--- src/rtl/rsa_pkg.sv ---
// Shared types for the RSA Montgomery blocks.
// State encoding and the parameter-engine latency.
package rsa_pkg;

  typedef enum logic [1:0] {
    IDLE,
    INV,
    SQR,
    ERR
  } state_t;

  function automatic int LAT(input int w);
    return 3 * w - 1;
  endfunction

endpackage

--- src/rtl/mont_modinv2k.sv ---
// Hensel-lifting inverse of an odd n modulo 2^WIDTH.
// One bit of the inverse is fixed per cycle, bits 1..WIDTH-1.
module mont_modinv2k
  import rsa_pkg::*;
#(
  parameter int WIDTH = 32
) (
  input  logic             clk,
  input  logic             rst,
  input  logic             start,
  input  logic [WIDTH-1:0] n,
  output logic             busy,
  output logic             done,
  output logic [WIDTH-1:0] inv
);

  localparam int IW = $clog2(WIDTH);

  logic [WIDTH-1:0] n_r;
  logic [WIDTH-1:0] p;
  logic [IW-1:0]    i;

  // done flags the iteration that completes this cycle
  assign done = busy && (i == IW'(WIDTH - 1));

  always_ff @(posedge clk) begin
    if (rst) begin
      busy <= 1'b0;
      n_r  <= '0;
      p    <= '0;
      inv  <= '0;
      i    <= '0;
    end else if (start && !busy) begin
      busy <= 1'b1;
      n_r  <= n;
      p    <= n;
      inv  <= WIDTH'(1);
      i    <= IW'(1);
    end else if (busy) begin
      if (p[i]) begin
        inv <= inv | (WIDTH'(1) << i);
        p   <= p + (n_r << i);
      end
      i <= i + IW'(1);
      if (done) busy <= 1'b0;
    end
  end

endmodule

--- src/rtl/rsa_mont_param.sv ---
// Montgomery constant generator: N_INV = -N^-1 mod 2^WIDTH
// and R2_MOD_N = 2^(2*WIDTH) mod N, shift/add/compare only.
module rsa_mont_param
  import rsa_pkg::*;
#(
  parameter int WIDTH = 32
) (
  input  logic             clk,
  input  logic             rst,
  input  logic             start,
  input  logic [WIDTH-1:0] N,
  output logic             busy,
  output logic             done,
  output logic             err,
  output logic [WIDTH-1:0] N_INV,
  output logic [WIDTH-1:0] R2_MOD_N
);

  localparam int KW = $clog2(2 * WIDTH);

  state_t           state;
  state_t           state_nx;
  logic [WIDTH-1:0] n_r;
  logic [WIDTH-1:0] r;
  logic [WIDTH-1:0] r_nx;
  logic [WIDTH:0]   t;
  logic [KW-1:0]    k;
  logic             n_ok;
  logic             go;
  logic             last;
  logic             inv_busy;
  logic             inv_done;
  logic [WIDTH-1:0] inv_y;

  assign n_ok = N[0] && (N >= WIDTH'(3));
  assign go   = (state == IDLE) && start;
  assign last = (state == SQR) && (k == KW'(2 * WIDTH - 1));

  mont_modinv2k #(
    .WIDTH(WIDTH)
  ) u_inv (
    .clk  (clk),
    .rst  (rst),
    .start(go && n_ok),
    .n    (N),
    .busy (inv_busy),
    .done (inv_done),
    .inv  (inv_y)
  );

  // r < n_r holds, so one conditional subtract keeps it reduced
  always_comb begin
    t    = {r, 1'b0};
    r_nx = t[WIDTH-1:0];
    if (t >= {1'b0, n_r}) begin
      r_nx = WIDTH'(t - {1'b0, n_r});
    end
  end

  always_ff @(posedge clk) begin
    if (rst) state <= IDLE;
    else     state <= state_nx;
  end

  always_comb begin
    state_nx = state;
    unique case (state)
      IDLE: begin
        if (start) state_nx = n_ok ? INV : ERR;
      end
      INV: begin
        if (inv_done)      state_nx = SQR;
        else if (!inv_busy) state_nx = IDLE;
      end
      SQR: begin
        if (last) state_nx = IDLE;
      end
      ERR: begin
        state_nx = IDLE;
      end
      default: state_nx = IDLE;
    endcase
  end

  always_ff @(posedge clk) begin
    if (rst) begin
      busy     <= 1'b0;
      done     <= 1'b0;
      err      <= 1'b0;
      N_INV    <= '0;
      R2_MOD_N <= '0;
      n_r      <= '0;
      r        <= '0;
      k        <= '0;
    end else begin
      done <= 1'b0;
      unique case (state)
        IDLE: begin
          if (start) begin
            n_r <= N;
            err <= 1'b0;
            if (n_ok) begin
              r    <= WIDTH'(1);
              k    <= '0;
              busy <= 1'b1;
            end
          end
        end
        SQR: begin
          r <= r_nx;
          k <= k + KW'(1);
          if (last) begin
            R2_MOD_N <= r_nx;
            N_INV    <= ~inv_y + WIDTH'(1);
            done     <= 1'b1;
            busy     <= 1'b0;
          end
        end
        ERR: begin
          err      <= 1'b1;
          N_INV    <= '0;
          R2_MOD_N <= '0;
          done     <= 1'b1;
          busy     <= 1'b0;
        end
        default: begin
        end
      endcase
    end
  end

endmodule
--- config.mk ---
export PLATFORM = sky130hd
export DESIGN_NAME = rsa_mont_param
export DESIGN_NICKNAME = d
export VERILOG_FILES = /design/src/rtl/rsa_pkg.sv /design/src/rtl/mont_modinv2k.sv /design/src/rtl/rsa_mont_param.sv
export SDC_FILE = /design/constraint.sdc
export NUM_CORES = 1
export LEC_CHECK = 0
export BUFFER_PORTS_ARGS = -buffer_cell sky130_fd_sc_hd__buf_2
export CORE_ASPECT_RATIO = 0.5
export CORE_MARGIN = 3
export CORE_UTILIZATION = 50
export DETAILED_ROUTE_END_ITERATION = 7
export PLACE_DENSITY = 0.75
export SETUP_SLACK_MARGIN = 0.02
export SLEW_MARGIN = 20
export SYNTH_ARGS = -nofsm -noshare
export SYNTH_HDL_FRONTEND = slang
export SYNTH_SLANG_ARGS = --single-unit
--- constraint.sdc ---
create_clock -name clk -period 4.2 [get_ports clk]
set_input_delay 0.42 -clock clk [delete_from_list [all_inputs] [get_ports clk]]
set_output_delay 0.42 -clock clk [all_outputs]
set_load 0.02 [all_outputs]
Yosys cells after proc, flatten, opt, wreduce, memory -nomap -nowiden
Index checks and enable logic that the tools add are counted.
{ "op_classes": {"add_sub_neg": 5, "order_cmp": 3, "eq_ne": 9, "shift": 2, "muxes": 38, "n_bitwise": 2, "reduce_logical": 23} }
{ "op_table": {"columns": ["operator", "count"], "rows": [
  ["32-bit 2-to-1 mux", 8],
  ["32-bit one-hot mux with 2 select lines", 3],
  ["33-bit by 32-bit greater-or-equal comparator with 1-bit output", 1],
  ["32-bit by 1-bit adder with 32-bit output (second input constant)", 1],
  ["32-bit adder", 1],
  ["32-bit by 2-bit greater-or-equal comparator with 1-bit output (second input constant)", 1],
  ["32-bit NOT", 1],
  ["32-bit OR", 1],
  ["1-bit by 5-bit << shifter with 32-bit output (first input constant)", 1],
  ["32-bit by 5-bit << shifter with 32-bit output", 1],
  ["32-bit subtractor", 1],
  ["1-bit 2-to-1 mux", 14],
  ["6-bit 2-to-1 mux", 2],
  ["6-bit one-hot mux with 2 select lines", 1],
  ["2-bit 2-to-1 mux", 5],
  ["2-bit AND reduction", 5],
  ["2-bit nonzero test", 5],
  ["2-bit one-hot mux with 4 select lines", 1],
  ["6-bit by 1-bit adder with 6-bit output (second input constant)", 1],
  ["6-bit == test (second input constant)", 1],
  ["1-bit logical AND", 6],
  ["5-bit by 6-bit < comparator with 1-bit output (second input constant)", 1],
  ["2-bit != test (second input constant)", 3],
  ["3-bit AND reduction", 2],
  ["other kinds (13)", 15]
]} }
{ "totals": {"register_bits": 241, "inputBits": 35, "output_inout_bits": 67, "elab_cells": 98} }

Depth between registers and ports, before layout
{ "logic_depth": {"ltp_word": 6, "depth_mapped": 21, "depth_no_buf": 18} }

Cells and area by module
Synthesis repeated with hierarchy kept, for this count alone.
{ "unflattened": {"cells_unflattened": 1829, "area_unflattened_um2": 14530.2} }
{ "modules_own_cells": {"columns": ["module", "instances", "cells_each", "area_each_um2"], "rows": [
  ["mont_modinv2k", 1, 909, 7293.2],
  ["rsa_mont_param", 1, 920, 7236.9]
]} }

Least setup slack after synthesis
Ideal clock, no wire load.
{ "synth_timing": {"kind": "flip-flop to flip-flop", "from": "register u_inv.i[1]", "to": "register u_inv.p[23]", "setup_ns": 0.130, "t_arrival_ns": 3.743, "required_time_ns": 4.070, "path_slack_ns": 0.327, "path_stages_with_launch": 21, "path_buffers": 5, "synth_period_minus_slack_ns": 3.873, "path_cell_list": "dfxtp_1 > buf_2 > buf_4 > buf_2 > clkbuf_1 > mux2i_1 > mux2i_1 > mux2_2 > mux2i_1 > o22ai_1 > ha_1 > clkbuf_1 > nand2_1 > nor2_1 > nand3_1 > o21ai_0 > a41o_1 > or3_1 > a31oi_1 > xor2_1 > o22ai_1"} }
{ "synth_via": {"elab_chain_cells": 5, "elab_cells_between_ends": 9} }
{ "synth_lines": {"columns": ["element", "line", "text"], "rows": [
  ["start: declaration", "mont_modinv2k.sv:21", "logic [IW-1:0] i;"],
  ["start signal: assignment", "mont_modinv2k.sv:44", "i <= i + IW'(1);"],
  ["32-bit by 5-bit << shifter with 32-bit output", "mont_modinv2k.sv:42", "p <= p + (n_r << i);"],
  ["32-bit adder", "mont_modinv2k.sv:42", null],
  ["32-bit 2-to-1 mux", "mont_modinv2k.sv:40", "if (p[i]) begin"],
  ["32-bit 2-to-1 mux", "mont_modinv2k.sv:39", "end else if (busy) begin"],
  ["32-bit 2-to-1 mux", "mont_modinv2k.sv:33", "end else if (start && !busy) begin"],
  ["end signal: assignment", "mont_modinv2k.sv:36", "p <= n;"],
  ["end signal: assignment", "mont_modinv2k.sv:42", null],
  ["end: declaration", "mont_modinv2k.sv:20", "logic [WIDTH-1:0] p;"]
]} }
Several ways; a longest one is shown, not always the timed one. The select of a mux whose other input is x is not followed.
A chain may end at the register's enable or synchronous reset.

Worst setup path after layout
Ends and elaborated chain as after synthesis.

==> flow_summary.ini <==
[final_layout]
syn_to_final_growth_pct = 11.5
stdcell_count = 2293
final_common_cell = nand2_1
nNetsFinal = 1999
drive_gt1_frac = 0.127
fillers = 2574
final_cell_mix = 367 x nand2_1, 239 x dfxtp_1, 174 x a21oi_1

[timing]
rsz0062_at_grt = true
worst_pin_slew_ns = 1.03
finalSetupTns_ns = 0
fmax_ghz = 0.256
fin_ws_ns = 0.294
min_period_ns = 3.91
drv_slew = 0
period_share = 0.930
hold_slack_ns = 0.141
hold_viol = 0
finClkSkew_ns = 0.0184
setup_viol = 0
slew_headroom = 0.311

[power_and_ir_drop]
clockPowerShare = 0.386
p_leak_nw = 6.82
swShare = 0.306
comb_power_share = 0.214
power.density_mw_per_mm2 = 377
intPower_w = 0.00419
peakVddDrop_mv = 0.268
p_seq_frac = 0.400
finalPower_w = 0.00604
p_switching_w = 0.00185

[synthesis]
synth_cell_types = 77
netlist_top_cells_area = dfxtp_1 34%, nand2_1 9.6%, ha_1 6.3%
synth_fp_nets = 1947
yosysTopAreaCell = dfxtp_1
synth-async-reset-ratio = 0
ys_seq_area_frac = 0.336
synth_cells = 1838
ys_ff_latch = 241
ys_warn_count = 0
synth-edff-count = 0
synth-main-ff-cell = dfxtp_1
synth_area_mm2 = 0.0144
syn_area_per_cell_um2 = 7.81
synth.top_cell.area_share = 0.336

[drt]
avgViaCountPerCell = 5.89
wire_per_inst_um = 17.8
vias = 13500
detail-route-antenna-nets = 0
dr.pass1.iters = 6
drt_iter0_drc = 1434
routed_wl_um = 40700
drc = 0

[outcome]
status = completed

[grt]
grt_max_degree = 71
grt_overflow = 0
grt_pass1_wl_um = 65200
antenna_found_initial = 3
track_usage = 0.256
grt_pass1_vias = 12200

[die]
placementRows = 43
initial_core_util = 0.513
die_y_um = 126
io_pins = 102
core-area_mm2 = 0.0280
die_area_mm2 = 0.0309
fp.dieW_um = 246

[critical_path]
crit_fanout = 9
criticalPathCategory = reg2reg
cp-end-kind = flop
crit_slowest_cell = dfxtp_4
cpPeakStageDelay_ns = 0.43
timing.reg2reg.setup_slack_ns = 0.29
cp_data_required_time_ns = 4.61
start_kind = flop
cp.arrival_ns = 4.32
cp_cell_sequence = mux2_2 -> o21ai_0 -> nor2_1 -> a41oi_1 -> nand2_1 -> o21ai_1 -> nor2_1 -> ha_1 -> a211oi_1 -> nand2_1 -> nor3_1 -> a21oi_1 -> a41o_1 -> or3_1 -> a31oi_1 -> xor2_1 -> o22ai_1

[place]
numPortBuffers = 101
dp.cells = 2246
place_ws_ns = 0.253
hpwl_um = 30300
gp_congestion = 0.973

[clock_network]
numCtsBuffers = 24
cts_tree = yes
cts_sinks = 241
ctsRootBufferMaster = clkbuf_16
cts_setup_buffers = 0
clkLatencyLatePin_ns = 0.55
hold_buffers = 0
cts_max_level = 1
clkTransAtPathRegs_ns = 0.07
clock_path_buffers = 3

[flow_run]
max-cap-violations = 0

[min_path]
hold_class = in2reg
[state kept, by name, indices dropped and copies added, names as in the netlist]
register	count
u_inv.inv	32
u_inv.n_r	32
u_inv.i	5
state	2
N_INV	32
done	1
r	32
u_inv.p	32
k	6
n_r	32
busy	1
err	1
R2_MOD_N	32
u_inv.busy	1
[worst max-delay path, delay by kind of cell (launching register included)]
kind | cells | cell delay, ns
AOI/OAI and AO/OA | 8 | 1.57
xor gates and xnor gates | 1 | 0.17
adders and majority gates | 1 | 0.37
DFF | 1 | 0.43
muxes | 1 | 0.37
and+or+nand+nor | 6 | 0.86
[path summary, 6_finish.rpt]
| check | startpoint | endpoint | cells past startpoint |
|---|---|---|---|
| worst max register to register | u_inv.i[1] | u_inv.p[23] | 17 |
| worst min register to register | N_INV[29] | N_INV[29] | 2 |
| worst max-delay path | u_inv.i[1] | u_inv.p[23] | 17 |
| worst min-delay path | N[12] | n_r[12] | 3 |
[metal layers]
layer	wire length [um]	vias to the layer above	track usage	share of wire
li1	-	6585	-	-
met1	19400	6348	0.380	0.48
met2	17100	500	0.375	0.42
met3	3210	74	0.0530	0.079
met4	1030	0	0.0645	0.025
met5	0	-	0	0
[Yosys cell counts (19+ instances only)]
library cell  number
nand4_1           19
nor2_1           141
a31oi_1           44
inv_1             53
mux2i_1           62
o21ai_0          133
nand3_1           25
nor3_1            21
dfxtp_1          241
nand2_1          367
xnor2_1           43
clkbuf_1          77
xor2_1            40
a21o_1            26
a21oi_1          174
ha_1              72
[logic make-up after synthesis]
| logic type | count (synthesis) | synth area share |
|---|---|---|
| buf+inv | 161 | 0.0458 |
| mux | 97 | 0.0840 |
| simple gates | 673 | 0.206 |
| xor+xnor | 83 | 0.0506 |
| flops | 241 | 0.336 |
| fa+ha+maj | 74 | 0.0656 |
| compound gates | 509 | 0.212 |
[through the flow]
stage / util / area (um2)
2_1_floorplan: - / 14400
6_report: 0.572 / 16000
3_3_place_gp: 0.541 / 15100
4_1_cts: 0.571 / 16000
3_5_place_dp: 0.541 / 15100
5_1_grt: 0.572 / 16000
[power groups by stage]
stage               sequential [W]  combinational, W  clock (W)
floorplan                  0.00244          0.000970          0
global placement           0.00246           0.00125          0
detailed placement         0.00246           0.00126          0
CTS                        0.00241           0.00127    0.00235
global route               0.00242           0.00143    0.00245
finish                     0.00241           0.00129    0.00233
[cell type report]
type | instances | area, um2 | area share
multi-input cells | 1436 | 8890 | 0.556
flip-flops and latches | 241 | 4830 | 0.302
repair buffers | 130 | 738 | 0.0461
clock buffers | 28 | 637 | 0.0398
well taps | 382 | 478 | 0.0299
inverters | 57 | 221 | 0.0138
clock inverters | 16 | 201 | 0.0126
diodes | 3 | 7.51 | 0.000469
[repair_timing]
item,CTS,global route
resized for setup,0,7
endpoints found under the hold margin,0,0
endpoints found under the setup margin,0,6
No activity file was read; power rests on OpenSTA's default activity.
